## src/rtl/uart_pkg.sv

```systemverilog
// Constants and helpers shared by the UART transmit and receive stages.
package uart_pkg;

    localparam logic [2:0] ST_IDLE   = 3'd0;
    localparam logic [2:0] ST_START  = 3'd1;
    localparam logic [2:0] ST_DATA   = 3'd2;
    localparam logic [2:0] ST_PARITY = 3'd3;
    localparam logic [2:0] ST_STOP   = 3'd4;
    localparam logic [2:0] ST_BREAK  = 3'd5;

    localparam int DEF_DATA_BITS = 8;
    localparam int FRAME_BITS    = DEF_DATA_BITS + 3;

    // Zero-extended payload: padding bits do not change the XOR.
    function automatic logic parity_bit(input logic [31:0] d, input logic odd);
        return (^d) ^ odd;
    endfunction

endpackage

```

## src/rtl/uart_rx_if.sv

```systemverilog
// Downstream byte handshake and status of the UART receiver.
interface uart_rx_if #(
    parameter int DATA_BITS = 8
);
    logic                 ready;
    logic [DATA_BITS-1:0] data;
    logic                 valid;
    logic                 parity_err;
    logic                 frame_err;
    logic                 overrun;
    logic                 busy;

    modport master (
        input  ready,
        output data, valid, parity_err, frame_err, overrun, busy
    );

    modport slave (
        output ready,
        input  data, valid, parity_err, frame_err, overrun, busy
    );
endinterface

```

## src/rtl/sync_2ff.sv

```systemverilog
// Two-flop synchroniser for an asynchronous single-bit input.
module sync_2ff #(
    parameter logic RST_VAL = 1'b0
) (
    input  logic clk,
    input  logic rst,
    input  logic i_d,
    output logic o_q
);
    logic [1:0] r_ff;

    always_ff @(posedge clk or posedge rst) begin
        if (rst) r_ff <= {2{RST_VAL}};
        else     r_ff <= {r_ff[0], i_d};
    end

    assign o_q = r_ff[1];
endmodule

```

## src/rtl/uart_rx.sv

```systemverilog
// Oversampling UART receiver: start/data/parity/stop framing, error pulses,
// and a single-entry valid/ready output register.
module uart_rx
    import uart_pkg::*;
#(
    parameter int CLKS_PER_BIT = 16,
    parameter int DATA_BITS    = 8,
    parameter int PARITY_ODD   = 0
) (
    input  logic      clk,
    input  logic      rst,
    input  logic      rx,
    uart_rx_if.master bus
);
    localparam int CNT_W = $clog2(CLKS_PER_BIT);
    localparam int IDX_W = (DATA_BITS > 1) ? $clog2(DATA_BITS) : 1;
    localparam logic [CNT_W-1:0] CNT_HALF = CNT_W'(CLKS_PER_BIT/2 - 1);
    localparam logic [CNT_W-1:0] CNT_FULL = CNT_W'(CLKS_PER_BIT - 1);
    localparam logic [IDX_W-1:0] IDX_LAST = IDX_W'(DATA_BITS - 1);

    logic                 w_rx_s;
    logic                 w_tick;
    logic                 w_par_exp;

    logic [2:0]           r_state;
    logic [CNT_W-1:0]     r_cnt;
    logic [IDX_W-1:0]     r_idx;
    logic [DATA_BITS-1:0] r_shift;
    logic                 r_par_bad;
    logic                 r_armed;
    logic [1:0]           r_settle;
    logic                 r_deliver;
    logic                 r_perr;
    logic                 r_ferr;
    logic [DATA_BITS-1:0] r_data;
    logic                 r_valid;
    logic                 r_ovr;

    sync_2ff #(.RST_VAL(1'b1)) u_sync (
        .clk (clk),
        .rst (rst),
        .i_d (rx),
        .o_q (w_rx_s)
    );

    assign w_tick    = (r_cnt == CNT_FULL);
    assign w_par_exp = parity_bit(32'(r_shift), 1'(PARITY_ODD));

    // r_settle holds off arming until the synchroniser carries real line
    // samples rather than its reset value, so a line held low stays unarmed.
    always_ff @(posedge clk or posedge rst) begin
        if (rst) begin
            r_state   <= ST_IDLE;
            r_cnt     <= '0;
            r_idx     <= '0;
            r_shift   <= '0;
            r_par_bad <= 1'b0;
            r_armed   <= 1'b0;
            r_settle  <= 2'b00;
            r_deliver <= 1'b0;
            r_perr    <= 1'b0;
            r_ferr    <= 1'b0;
        end else begin
            r_settle  <= {r_settle[0], 1'b1};
            r_deliver <= 1'b0;
            r_perr    <= 1'b0;
            r_ferr    <= 1'b0;
            r_cnt     <= r_cnt + 1'b1;
            case (r_state)
                ST_IDLE: begin
                    r_cnt <= '0;
                    if (r_settle[1] && w_rx_s) r_armed <= 1'b1;
                    if (r_armed && !w_rx_s)    r_state <= ST_START;
                end
                ST_START: if (r_cnt == CNT_HALF) begin
                    r_cnt   <= '0;
                    r_idx   <= '0;
                    r_state <= w_rx_s ? ST_IDLE : ST_DATA;
                end
                ST_DATA: if (w_tick) begin
                    r_cnt   <= '0;
                    r_shift <= {w_rx_s, r_shift[DATA_BITS-1:1]};
                    r_idx   <= r_idx + 1'b1;
                    if (r_idx == IDX_LAST) r_state <= ST_PARITY;
                end
                ST_PARITY: if (w_tick) begin
                    r_cnt     <= '0;
                    r_par_bad <= (w_rx_s != w_par_exp);
                    r_state   <= ST_STOP;
                end
                ST_STOP: if (w_tick) begin
                    r_cnt <= '0;
                    if (!w_rx_s) begin
                        r_ferr  <= 1'b1;
                        r_state <= ST_BREAK;
                    end else begin
                        r_perr    <= r_par_bad;
                        r_deliver <= !r_par_bad;
                        r_state   <= ST_IDLE;
                    end
                end
                ST_BREAK: begin
                    r_cnt <= '0;
                    if (w_rx_s) r_state <= ST_IDLE;
                end
                default: r_state <= ST_IDLE;
            endcase
        end
    end

    always_ff @(posedge clk or posedge rst) begin
        if (rst) begin
            r_data  <= '0;
            r_valid <= 1'b0;
            r_ovr   <= 1'b0;
        end else begin
            r_ovr <= 1'b0;
            if (r_deliver) begin
                if (!r_valid || bus.ready) begin
                    r_data  <= r_shift;
                    r_valid <= 1'b1;
                end else begin
                    r_ovr <= 1'b1;
                end
            end else if (r_valid && bus.ready) begin
                r_valid <= 1'b0;
            end
        end
    end

    assign bus.data       = r_data;
    assign bus.valid      = r_valid;
    assign bus.parity_err = r_perr;
    assign bus.frame_err  = r_ferr;
    assign bus.overrun    = r_ovr;
    assign bus.busy       = (r_state != ST_IDLE);
endmodule

```

## src/flat_wrapper.sv

```systemverilog
// flat-port wrapper written by rule: the top's interface ports become plain ports
module uart_rx_flat import uart_pkg::*;
#(
    parameter int CLKS_PER_BIT = 16,
    parameter int DATA_BITS    = 8,
    parameter int PARITY_ODD   = 0
)
  (clk, rst, rx, bus_ready, bus_data, bus_valid, bus_parity_err, bus_frame_err, bus_overrun, bus_busy);
  uart_rx_if #(.DATA_BITS(DATA_BITS)) bus_i ();
  input  logic clk;
  input  logic rst;
  input  logic rx;
  input wire logic [$bits(bus_i.ready)-1:0] bus_ready;
  output wire logic [$bits(bus_i.data)-1:0] bus_data;
  output wire logic [$bits(bus_i.valid)-1:0] bus_valid;
  output wire logic [$bits(bus_i.parity_err)-1:0] bus_parity_err;
  output wire logic [$bits(bus_i.frame_err)-1:0] bus_frame_err;
  output wire logic [$bits(bus_i.overrun)-1:0] bus_overrun;
  output wire logic [$bits(bus_i.busy)-1:0] bus_busy;
  assign bus_i.ready = bus_ready;
  assign bus_data = bus_i.data;
  assign bus_valid = bus_i.valid;
  assign bus_parity_err = bus_i.parity_err;
  assign bus_frame_err = bus_i.frame_err;
  assign bus_overrun = bus_i.overrun;
  assign bus_busy = bus_i.busy;
  uart_rx #(.CLKS_PER_BIT(CLKS_PER_BIT), .DATA_BITS(DATA_BITS), .PARITY_ODD(PARITY_ODD)) u_core (.clk(clk), .rst(rst), .rx(rx), .bus(bus_i));
endmodule
```

## config.mk

```make
export PLATFORM = sky130hd
export DESIGN_NAME = uart_rx_flat
export DESIGN_NICKNAME = d
export VERILOG_FILES = /design/src/rtl/uart_pkg.sv /design/src/rtl/uart_rx_if.sv /design/src/rtl/sync_2ff.sv /design/src/rtl/uart_rx.sv /design/src/flat_wrapper.sv
export SDC_FILE = /design/constraint.sdc
export NUM_CORES = 1
export LEC_CHECK = 0
export ABC_AREA = 1
export BUFFER_PORTS_ARGS = -buffer_cell sky130_fd_sc_hd__buf_2
export CAP_MARGIN = 40
export CORE_MARGIN = 4
export CORE_UTILIZATION = 45
export CTS_BUF_LIST = sky130_fd_sc_hd__clkbuf_16
export DETAILED_ROUTE_END_ITERATION = 7
export PLACE_DENSITY = 0.68
export SLEW_MARGIN = 10
export SYNTH_ARGS = -nofsm -noshare
export SYNTH_HDL_FRONTEND = slang
export SYNTH_SLANG_ARGS = --single-unit
```

## constraint.sdc

```tcl
create_clock -name clk -period 2 [get_ports clk]
set_clock_uncertainty 0.15 [all_clocks]
set_input_delay 0.4 -clock clk [delete_from_list [all_inputs] [get_ports clk]]
set_output_delay 0.4 -clock clk [all_outputs]
set_load 0.05 [all_outputs]
```

# ---- Yosys cells after proc, flatten, opt, wreduce, memory -nomap -nowiden
# Cells that the tools add are included.
dict set report totals {
  out_inout_bits 13
  reg_bits 37
  input_bits 4
  word_cells 84
}
dict set report classes {
  eq_ne 17
  n_mux 30
  n_addsub 2
  reduce_logical 21
}
# op count
set ops {}
lappend ops {{$reduce_xor A32 Y1} 1}
lappend ops {{$mux W3} 10}
lappend ops {{$pmux W3 S6} 1}
lappend ops {{$mux W1} 14}
lappend ops {{$ne A2 B1 Y1 const B} 6}
lappend ops {{$pmux W4 S3} 1}
lappend ops {{$reduce_and A2 Y1} 5}
lappend ops {{$eq A3 B3 Y1 const B} 3}
lappend ops {{$mux W4} 2}
lappend ops {{$reduce_and A7 Y1} 1}
lappend ops {{$eq A3 B2 Y1 const B} 2}
lappend ops {{$pmux W3 S2} 1}
lappend ops {{$add A4 B1 Y4 const B} 1}
lappend ops {{$eq A4 B3 Y1 const B} 1}
lappend ops {{$eq A4 B4 Y1 const B} 1}
lappend ops {{$ne A2 B2 Y1 const B} 2}
lappend ops {{$reduce_bool A2 Y1} 2}
lappend ops {{$add A3 B1 Y3 const B} 1}
lappend ops {{$eq A3 B1 Y1 const B} 1}
lappend ops {{$logic_and A1 B1 Y1} 3}
lappend ops {{$logic_not A1 Y1} 3}
lappend ops {{$logic_not A3 Y1} 1}
lappend ops {{$reduce_and A3 Y1} 1}
lappend ops {{$reduce_bool A3 Y1} 1}
lappend ops {{other kinds (5)} 5}

# ---- Longest topological paths before layout
dict set report depth {
  ltp_word 4
  depth_mapped 10
  mapped_depth_nobuf 10
}

# ---- By module
# Synthesis repeated with hierarchy kept, for this count alone.
dict set report hier_totals {
  cells_unflattened 217
  hier_area_um2 1825.5
}
# module cells_each seq_area_each_um2 area_each_um2 instances
set modules_own_cells {}
lappend modules_own_cells {uart_rx 214 875.8 1769.2 1}
lappend modules_own_cells {sync_2ff 3 52.6 56.3 1}

# ---- Worst setup path after synthesis
# No wires, ideal clock.
dict set report synth_path {
  kind {reg-to-reg}
  start {register u_core.r_valid, in the netlist u_core.bus.valid}
  end {register u_core.r_data[0], in the netlist u_core.bus.data[0]}
  required_ns 1.719
  period_less_slack_ns 1.531
  path_stages_with_launch 5
  t_arrival_ns 1.250
  n_path_buf 1
  setup_time_ns 0.131
  path_slack_ns 0.469
  path_cell_list {dfrtp_1 > nand2_1 > nand2_1 > clkbuf_1 > o21ai_0}
}
dict set report synth_between {
  elab_chain_len 3
}
# element line_no
set synth_lines {}
lappend synth_lines {{start: declaration} uart_rx.sv:36} ;# logic r_valid;
lappend synth_lines {{start signal: assignment} uart_rx.sv:114} ;# r_valid <= 1'b0;
lappend synth_lines {{start signal: assignment} uart_rx.sv:121} ;# r_valid <= 1'b1;
lappend synth_lines {{start signal: assignment} uart_rx.sv:126} ;# r_valid <= 1'b0;
lappend synth_lines {{$logic_not A1 Y1} uart_rx.sv:119} ;# if (!r_valid || bus.ready) begin
lappend synth_lines {{$logic_or A1 B1 Y1} uart_rx.sv:119}
lappend synth_lines {{$reduce_and A2 Y1 (no line)} n/a}
lappend synth_lines {{end signal: assignment} uart_rx.sv:120} ;# r_data <= r_shift;
lappend synth_lines {{end: declaration} uart_rx.sv:35} ;# logic [DATA_BITS-1:0] r_data;
# No other way between the ends.
# A chain may end at the register's enable or synchronous reset.

# ---- Final worst setup path
dict set report layout_path {
  start {register u_core.r_state[2]}
  end {output port bus_busy}
}
dict set report layout_between {
  elab_chain_len 1
}
# element line_no
set layout_lines {}
lappend layout_lines {{start: declaration} uart_rx.sv:25} ;# logic [2:0] r_state;
lappend layout_lines {{start signal: assignment} uart_rx.sv:78} ;# r_state <= w_rx_s ? ST_IDLE : ST_DATA;
lappend layout_lines {{$reduce_bool A3 Y1} uart_rx.sv:136} ;# assign bus.busy = (r_state != ST_IDLE);
lappend layout_lines {{end: declaration} flat_wrapper.sv:19} ;# output wire logic [$bits(bus_i.busy)-1:0] bus_busy;
# No other way between the ends.

==> metrics <==
Root Buffer clkbuf_16; final hold slack 0.0715 ns; GR Util All Layers 0.136; Power Density 1120 nW/um2; Total Neg Setup Slack 0 ns; Main synth FF type dfrtp_1; hold_buf cts 0; crit end category output port; post-synthesis sequential area ratio 0.508; vias in the first global route 1215; Final Power 0.00234 W; starting density of the core 0.481; grt peak-use layer met2; Num Clock Sinks 37; die width 71.7 um; 1st-pass router iterations 4; initial drt markers 107; Yosys cell types 28; CTS resizes 0; Final Hold Viols 0; Max Cap Viol 0; gpl congestion 0.857; antenna-violating nets left 0; Fmax 537 MHz; GR Util met2 0.205; vias 1379; Cell Area, Synth 1830 um2; DRC viols 0; Peak VDD IR 583 uV; antenna cells 0; share of flip-flops with an asynchronous set or reset 1.00; Die Span Y 71.7 um; htree depth 2; routed len/inst 11.1 um; Yosys reg bits 37; post-CTS setup buffer count 0; PortBufs 16; met3 Resource Use GR 0.0421; final setup vio count 0; crit share post-route 0.931; Post-synth EDFFs 0; Hold Crit Class input pin to flip-flop; Core ar. 3800 um2; I/O pin cnt 17; count of pins over their slew limit 0; nets@finish 243; Syn Area/Cell 8.50 um2; worst-skew pair later-pin latency 0.27 ns; area grow syn2layout 14.5%; met1 Use GR 0.180; placed instance area 1950 um2; startpoint types flip-flop; Die ar. 5140 um2; Worst-path clk slew 0.05 ns; synthesized instance count 215; final setup margin 0.138 ns; CTS tree yes; CP Class flip-flop to output port; CP arrival 1.31 ns; number of core rows 22; first-pass GRT wire length 5480 um; initial antenna violation count 0; Pleak 1.11 nW; WP data required 1.45 ns; RSZ-0062 raised after global routing false; Net Count, Synth 222; post-place setup slack 0.383 ns; largest net degree at the start of global routing 38; Vias/cell 4.84; clock tree buffer depth 2; CTS buffer count 5; DRT Wirelength 3180 um; fraction of layout cells with a size suffix above 1 0.224; post-DP HPWL 2290 um; Yosys Warn Count 0; Tmin final 1.86 ns; outcome finished, final reports clean; fin area 2090 um2; crit-path max FO 9; global route overflow 0
-- metrics by stage --
step / util / cells
after floorplan: - / 215
after global placement: 0.514 / 277
after detailed placement: 0.514 / 277
after CTS: 0.550 / 285
after global routing: 0.550 / 285
final: 0.550 / 285
-- state kept, by name, summed over array words and instances (netlist names) --
signal	count
u_core.bus.data	8
u_core.bus.frame_err	1
u_core.bus.overrun	1
u_core.bus.parity_err	1
u_core.bus.valid	1
u_core.r_armed	1
u_core.r_cnt	4
u_core.r_deliver	1
u_core.r_idx	3
u_core.r_par_bad	1
u_core.r_settle	2
u_core.r_shift	8
u_core.r_state	3
u_core.u_sync.r_ff	2
-- area by class of cell --
type / count / area [um2]
fillers: 350 / 1710
flip-flops and latches: 37 / 928
multi-input cells: 147 / 766
clock buffers: 5 / 125
inverters: 28 / 110
repair buffers: 17 / 87.6
well taps: 48 / 60.1
clock inverters: 3 / 13.8
-- cells by family (layout without fill, tap and decap cells) --
family	count (synthesis)	after routing	share of synthesized area
flops	37	37	0.508
buf+inv	31	53	0.0726
simple gates	113	113	0.285
fa+ha+maj	3	3	0.0206
compound gates	30	30	0.112
other cells	1	1	0.00205
-- routing by layer --
layer / share of wire / vias up
li1: - / 717
met1: 0.49 / 633
met2: 0.46 / 27
met3: 0.048 / 2
met4: 0.0085 / 0
met5: 0 / -
-- synth_stat cells (3+ instances only) --
cell type   n  area (um2)
nand2_1    69         259
dfrtp_1    35         876
inv_1      23        86.3
nor2_1     14        52.6
nand3_1    13        65.1
o21ai_0    11        55.1
o21ai_1    10        50.1
nand2_2     5        31.3
nor2_2      5        31.3
inv_2       4        15.0
a21oi_4     3        48.8
ha_1        3        37.5
o21ai_2     3        26.3
-- critical path: stages (launching register included) --
cell	delay, ns
dfrtp_1	0.54
inv_2	0.10
nand2_2	0.13
buf_2	0.27
-- worst paths after layout --
path	from	end	slack, ns	cells after the start
worst max-delay path	u_core.r_state[2]	bus_busy	0.14	3
worst min-delay path	rx	u_core.u_sync.r_ff[0]	0.07	1
max in group asynchronous	rst	u_core.u_sync.r_ff[1]	1.27	3
worst min register to register	u_core.r_settle[0]	u_core.r_settle[1]	0.20	0
worst max register to register	u_core.r_cnt[0]	u_core.r_idx[0]	0.37	7
min in group asynchronous	rst	u_core.bus.valid	0.09	3
-- layout by cell type, fill, tap and decap left out, types with 2 or more instances in the layout --
cell type  synthesis  final
a21oi_4            3      3
buf_2              0     16
clkbuf_16          0      5
clkinv_2           0      2
dfrtp_1           35     35
dfstp_2            2      2
ha_1               3      3
inv_1             23     24
inv_2              4      4
nand2_1           69     69
nand2_2            5      5
nand2_4            2      2
nand3_1           13     13
nor2_1            14     14
nor2_2             5      5
o21ai_0           11     11
o21ai_1           10     10
o21ai_2            3      3
-- where the power goes --
group          leakage (nW)  switching [W]  internal [W]
Combinational         0.546       0.000442      0.000237
Clock                0.0748       0.000273      0.000451
Sequential            0.493       0.000106      0.000830
Total                  1.11       0.000821       0.00152
(Power assumes the default switching activity.)
